==> src/rtl/mem_stage_pkg.sv <==
// Shared widths, bus layouts, size codes and FSM states for the MEM pipeline stage.
// The misalignment helper is only used when MEM_ALIGN_CHECK_EN is defined.
package mem_stage_pkg;

  localparam int RegW          = 32;
  localparam int RegAddrBusW   = 5;
  localparam int EX2MEMBusSize = 109;
  localparam int MEM2WBBusSize = 70;

  localparam logic [2:0] SizeByte = 3'b100;
  localparam logic [2:0] SizeHalf = 3'b010;
  localparam logic [2:0] SizeWord = 3'b001;

  typedef enum logic [1:0] {
    S_IDLE = 2'd0,
    S_REQ  = 2'd1,
    S_DONE = 2'd2
  } mem_state_e;

  typedef struct packed {
    logic       load;
    logic       store;
    logic       bh_sign;
    logic [2:0] size;
  } mem_ctl_t;

  typedef struct packed {
    logic                   multiply;
    mem_ctl_t               mem_ctl;
    logic [RegW-1:0]        st_data;
    logic [RegW-1:0]        exe_result;
    logic [RegAddrBusW-1:0] rd_addr;
    logic                   rd_we;
    logic [RegW-1:0]        pc;
  } ex2mem_t;

  function automatic logic misaligned(logic [2:0] size, logic [1:0] off);
    return ((size == SizeHalf) && off[0]) || ((size == SizeWord) && (off != 2'b00));
  endfunction

endpackage

==> src/rtl/mem_stage_align.sv <==
// Combinational data-path helper for the MEM stage: store strobes and lane
// replication, plus load lane extraction with sign/zero extension.
module mem_align
  import mem_stage_pkg::*;
(
  input  logic [2:0]  size,
  input  logic        bh_sign,
  input  logic [1:0]  off,
  input  logic [31:0] st_data,
  input  logic [31:0] rdata,
  output logic [3:0]  wstrb,
  output logic [31:0] wdata,
  output logic [31:0] load_data
);

  logic [7:0]  byte_lane;
  logic [15:0] half_lane;

  assign byte_lane = rdata[{off, 3'b000} +: 8];
  assign half_lane = rdata[{off[1], 4'b0000} +: 16];

  // Non-one-hot size codes produce no strobes so a cleared stage drives zeros.
  always_comb begin
    wstrb     = 4'b0000;
    wdata     = st_data;
    load_data = rdata;
    case (size)
      SizeByte: begin
        wstrb     = 4'b0001 << off;
        wdata     = {4{st_data[7:0]}};
        load_data = {{24{bh_sign & byte_lane[7]}}, byte_lane};
      end
      SizeHalf: begin
        wstrb     = 4'b0011 << off;
        wdata     = {2{st_data[15:0]}};
        load_data = {{16{bh_sign & half_lane[15]}}, half_lane};
      end
      SizeWord: begin
        wstrb     = 4'b1111;
      end
      default: ;
    endcase
  end

endmodule

==> src/rtl/mem_stage.sv <==
// MEM pipeline stage: holds one instruction, runs its data-memory access or
// multiply write-back, and hands the result to WB. Option: MEM_ALIGN_CHECK_EN.
module mem_stage
  import mem_stage_pkg::*;
(
  input  logic                     clk_i,
  input  logic                     rst_ni,
  input  logic [EX2MEMBusSize-1:0] ex2mem_bus_i,
  input  logic                     ex_over_i,
  output logic                     mem_allowin_o,
  input  logic [63:0]              mult_product_i,
  output logic                     dram_req_o,
  output logic                     dram_we_o,
  output logic [31:0]              dram_addr_o,
  output logic [31:0]              dram_wdata_o,
  output logic [3:0]               dram_wstrb_o,
  input  logic                     dram_ack_i,
  input  logic [31:0]              dram_rdata_i,
  input  logic                     wb_allowin_i,
  output logic                     mem_over_o,
  output logic [MEM2WBBusSize-1:0] mem2wb_bus_o,
  output logic [31:0]              forward_mem2id_data_o,
  output logic                     forward_mem2id_valid_o,
  output logic [4:0]               ctl_mem_dest_o,
  output logic [31:0]              ctl_mem_pc_o
`ifdef MEM_ALIGN_CHECK_EN
  ,
  output logic                     mem_ale_o
`endif
);

  ex2mem_t    in_bus;
  ex2mem_t    ex2mem_r;
  mem_state_e state;
  logic       valid_r;
  logic       mul_first_r;
  logic [31:0] result_r;
  logic [31:0] result;
  logic [31:0] addr;
  logic [31:0] load_data;
  logic       enter;
  logic       leave;
  logic       in_is_mem;
  logic       in_ale;
  logic       rd_we_eff;
  logic       unused_ok;

  assign in_bus        = ex2mem_t'(ex2mem_bus_i);
  assign mem_over_o    = valid_r & (state == S_DONE);
  assign leave         = mem_over_o & wb_allowin_i;
  assign mem_allowin_o = ~valid_r | leave;
  assign enter         = ex_over_i & mem_allowin_o;
  assign in_is_mem     = in_bus.mem_ctl.load | in_bus.mem_ctl.store;

`ifdef MEM_ALIGN_CHECK_EN
  logic ale_r;

  assign in_ale    = in_is_mem & misaligned(in_bus.mem_ctl.size, in_bus.exe_result[1:0]);
  assign addr      = ex2mem_r.exe_result;
  assign rd_we_eff = ex2mem_r.rd_we & ~ale_r;
  assign mem_ale_o = mem_over_o & ale_r;
`else
  assign in_ale    = 1'b0;
  assign rd_we_eff = ex2mem_r.rd_we;

  // Without the check, misaligned addresses silently round down to natural alignment.
  always_comb begin
    addr = ex2mem_r.exe_result;
    case (ex2mem_r.mem_ctl.size)
      SizeHalf: addr[0]   = 1'b0;
      SizeWord: addr[1:0] = 2'b00;
      default: ;
    endcase
  end
`endif

  mem_align u_align (
    .size      (ex2mem_r.mem_ctl.size),
    .bh_sign   (ex2mem_r.mem_ctl.bh_sign),
    .off       (addr[1:0]),
    .st_data   (ex2mem_r.st_data),
    .rdata     (dram_rdata_i),
    .wstrb     (dram_wstrb_o),
    .wdata     (dram_wdata_o),
    .load_data (load_data)
  );

  // The product is only valid in the first MEM cycle, so it is passed through
  // then and held in result_r afterwards.
  assign result = mul_first_r ? mult_product_i[31:0] : result_r;

  always_ff @(posedge clk_i or negedge rst_ni) begin
    if (!rst_ni) begin
      state       <= S_IDLE;
      valid_r     <= 1'b0;
      mul_first_r <= 1'b0;
      ex2mem_r    <= '0;
      result_r    <= '0;
`ifdef MEM_ALIGN_CHECK_EN
      ale_r       <= 1'b0;
`endif
    end else if (enter) begin
      valid_r     <= 1'b1;
      ex2mem_r    <= in_bus;
      result_r    <= in_bus.exe_result;
      mul_first_r <= in_bus.multiply;
      state       <= (in_is_mem && !in_ale) ? S_REQ : S_DONE;
`ifdef MEM_ALIGN_CHECK_EN
      ale_r       <= in_ale;
`endif
    end else if (leave) begin
      valid_r     <= 1'b0;
      mul_first_r <= 1'b0;
      state       <= S_IDLE;
    end else begin
      case (state)
        S_REQ: begin
          if (dram_ack_i) begin
            state <= S_DONE;
            if (ex2mem_r.mem_ctl.load) result_r <= load_data;
          end
        end
        S_DONE: begin
          if (mul_first_r) begin
            result_r    <= mult_product_i[31:0];
            mul_first_r <= 1'b0;
          end
        end
        default: ;
      endcase
    end
  end

  assign dram_req_o             = valid_r & (state == S_REQ);
  assign dram_we_o              = dram_req_o & ex2mem_r.mem_ctl.store;
  assign dram_addr_o            = addr;
  assign mem2wb_bus_o           = {ex2mem_r.rd_addr, rd_we_eff, result, ex2mem_r.pc};
  assign forward_mem2id_valid_o = valid_r & (~ex2mem_r.mem_ctl.load | (state == S_DONE));
  assign forward_mem2id_data_o  = valid_r ? result : 32'h0;
  assign ctl_mem_dest_o         = ex2mem_r.rd_addr & {5{valid_r}};
  assign ctl_mem_pc_o           = ex2mem_r.pc;

  assign unused_ok = ^{mult_product_i[63:32], ex2mem_r.multiply};

endmodule
==> config.mk <==
export PLATFORM = sky130hd
export DESIGN_NAME = mem_stage
export DESIGN_NICKNAME = d
export VERILOG_FILES = /design/src/rtl/mem_stage_pkg.sv /design/src/rtl/mem_stage_align.sv /design/src/rtl/mem_stage.sv
export SDC_FILE = /design/constraint.sdc
export NUM_CORES = 1
export LEC_CHECK = 0
export ABC_CLOCK_PERIOD_IN_PS = 5030
export CAP_MARGIN = 40
export CORE_AREA = 2 2 162 164
export CTS_BUF_LIST = sky130_fd_sc_hd__clkbuf_2 sky130_fd_sc_hd__clkbuf_4 sky130_fd_sc_hd__clkbuf_8
export CTS_CLUSTER_SIZE = 10
export DETAILED_ROUTE_END_ITERATION = 8
export DIE_AREA = 0 0 164 166
export MAX_ROUTING_LAYER = met4
export PLACE_DENSITY = 0.77
export SLEW_MARGIN = 20
export SYNTH_ARGS = -nofsm -noshare
export SYNTH_HDL_FRONTEND = slang
export SYNTH_HIERARCHICAL = 1
export SYNTH_SLANG_ARGS = --single-unit
==> constraint.sdc <==
create_clock -name clk_i -period 5.03 [get_ports clk_i]
set_input_delay 0.503 -clock clk_i [delete_from_list [all_inputs] [get_ports clk_i]]
set_output_delay 0.503 -clock clk_i [all_outputs]
set_load 0.1 [all_outputs]
==> results.ini <==
[logic_synthesis]
synth-simple-area-share_pct = 29.4
ys_types = 44
ys_warn_count = 6
synth-main-ff-cell = dfrtp_1
synth_top_family_by_area = simple AND/OR/NAND/NOR gates
syn-num-nets = 1352
synth-adder-area-share_pct = 0
synth_edf_count = 0
synthCells = 1142
synth_xor_area_share_pct = 0.295
syn_avg_cell_area_um2 = 7.80
synthMuxAreaShare_pct = 7.05
synth_compound_area_share_pct = 9.17
ys_seq_elements = 144
seq_area_frac_synth_pct = 40.4
async_flop_share_pct = 100
synth.cell_area_um2 = 8910

[critical_path]
worstSetupEndpoint = dram_wdata_o[22]
crit_path_top_delay_cell = dfrtp_1
reg2reg_to = result_r[31]
cp-start-kind = register
cp_max_fo = 24
cp_slowest_stage_delay_ps = 880
r2r-start = ex2mem_r[104]
cp.buffers_inverters = 2
arrival_ps = 3010
crit_path_end_kind = output pin
crit_type = reg -> out
startpoint = ex2mem_r[102]
rrSetupSlack_ps = 1850
critical_path_required_ps = 4530
cp_cell_sequence = inv_1 > nand2_1 > mux2_1 > buf_4
crit_family = flip-flops
critical_path_depth = 4
r2r_cells = 9

[clocking]
cts_tree = built
cts_htree_levels = 4
clk_pin_slew_worst_paths_ps = 90
cts_made_buffers = 17
cts_setup_buffers = 0
hold_buffers = 0
numClockSinks = 144
cts_resized = 0
insertion_delay_ps = 450
cts_buffer_depth = 2
clock-root-buffer = clkbuf_8

[die]
rows = 59
start_util_pct = 34.8
fp.dieW_um = 164
core-area_um2 = 25600
io_pins = 422
die_h_um = 166
design.die.area_um2 = 27200

[routing]
wl_met3_mm = 2.41
first_iter_violations = 587
drc_errors = 0
dr.pass1.iters = 7
route.top_layer_used = met4
wl_met1_mm = 13.6
antenna_left = 0
vias = 9512
wl_per_cell_um = 19.1
wirelength_mm = 36.7
viasPerCell = 4.95
wl_met2_mm = 19.1

[timing]
hold_viol_final = 0
fmax_ghz = 0.285
setup_viol = 0
slew_viol_final = 0
layout_setup_ws_ps = 1520
fin_crit_sh_pct = 69.7
fin_worst_skew_ps = 22.2
rsz0062_at_grt = no
max_slew_margin_pct = 45.6
worst_slew_pin_slew_ps = 817
finalCriticalPeriod_ps = 3510
setup_tns_ps = 0

[global_route]
grt_pass1_wl_mm = 56.0
grt_max_degree = 132
grt_usage_pct = 27.4
grt-ovfl-total = 0
grt_pass1_vias = 10100
grt_antenna_before_repair = 2

[layout]
areaGrowthSynthToFinish_pct = 77.0
layout-drive-gt1-share_pct = 20.4
multi_input_comb_area_um2 = 4120
seq_area_um2 = 3600
num-nets-final = 1783
nFillCells = 1973

[run_status]
outcome = finished clean

[placement]
dpl_worst_slack_ps = 1540
gp_congestion = 0.848
io_buffer_count = 389
dp.final_hpwl_mm = 28.2

[job]
maxCapViolations = 0

[worst_hold_path]
hp-class = in -> async

[cells in the final DEF, fill, tap and decap left out, drive strengths merged, types with 14 or more instances in the layout]
cell / n
nand2: 389
nor2: 137
clkbuf: 20
and2: 46
buf: 230
mux2: 40
a221o: 14
dfrtp: 144
or3: 32
clkdlybuf4s50: 366
a21oi: 96
[per-layer routing]
metal	global-route usage [%]	vias to the layer above
met4	11.3	0
met1	29.7	4498
li1	-	4438
met5	-	-
met2	48.3	473
met3	5.69	103
[final cells by class]
type	instances	area share, %
repair buffers	596	45.6
inverters	4	0.0952
clock buffers	20	1.71
flip-flops and latches	144	22.9
multi-input cells	810	26.1
clock inverters	12	0.929
well taps	335	2.66
diodes	2	0.0317
[kinds of logic (layout without fill, tap and decap cells)]
logic type                after synthesis  count (layout)
muxes                                  49              49
buffers and inverters                 188             632
AOI/OAI and AO/OA                     138             138
xor gates and xnor gates                3               3
other                                   0               2
DFF                                   144             144
and+or+nand+nor                       620             620
[worst min path at each step]
stage / startpoint / to / slack (ps) / cells past startpoint
2_1_floorplan: rst_ni / ctl_mem_pc_o[0] / 210 / 0
3_3_place_gp: ex2mem_r[106] / ex2mem_r[106] / 450 / 2
3_5_place_dp: ex2mem_r[106] / ex2mem_r[106] / 460 / 2
4_1_cts: rst_ni / ex2mem_r[89] / 10 / 1
5_1_grt: rst_ni / ex2mem_r[89] / 30 / 1
6_report: rst_ni / ex2mem_r[89] / 20 / 1
[registers in the layout, indices dropped and copies added (netlist names)]
name	flops
result_r	32
mul_first_r	1
valid_r	1
state	2
dram_addr_o	30
ctl_mem_pc_o	32
mem2wb_bus_o	5
rd_we_eff	1
ex2mem_r	40
[synth_stat cells (2+ instances only)]
cell	n	area share (%)
or3_1	32	2.2
o22ai_1	11	0.77
inv_1	4	0.17
mux2i_1	2	0.22
xor2_1	2	0.20
buf_4	114	9.6
mux2_1	8	1.0
mux2_2	32	4.0
and2_0	2	0.14
nor2_1	136	5.7
a221o_1	14	1.6
o21ai_0	7	0.39
o21a_1	2	0.17
nand2_1	379	16
nand2b_1	6	0.42
nor2b_1	2	0.14
nand2_2	10	0.70
buf_6	4	0.51
mux4_2	7	1.8
and2_1	43	3.0
clkbuf_2	2	0.11
dfrtp_1	144	40
buf_2	37	2.1
clkbuf_1	26	1.1
o21ai_1	3	0.17
a21oi_1	95	5.3
[through the flow]
step	util, %	cells	hold WS, ps	cell area (um2)
global placement	47.2	1693	450	12100
global route	61.5	1923	26.1	15800
CTS	61.4	1919	12.6	15700
finish	61.5	1923	22.3	15800
detailed placement	59.8	1887	460	15300
floorplan	-	1142	207	8910
Power is not shown: default switching activity piles up to over one toggle a cycle in this logic, so the estimate is an artifact.
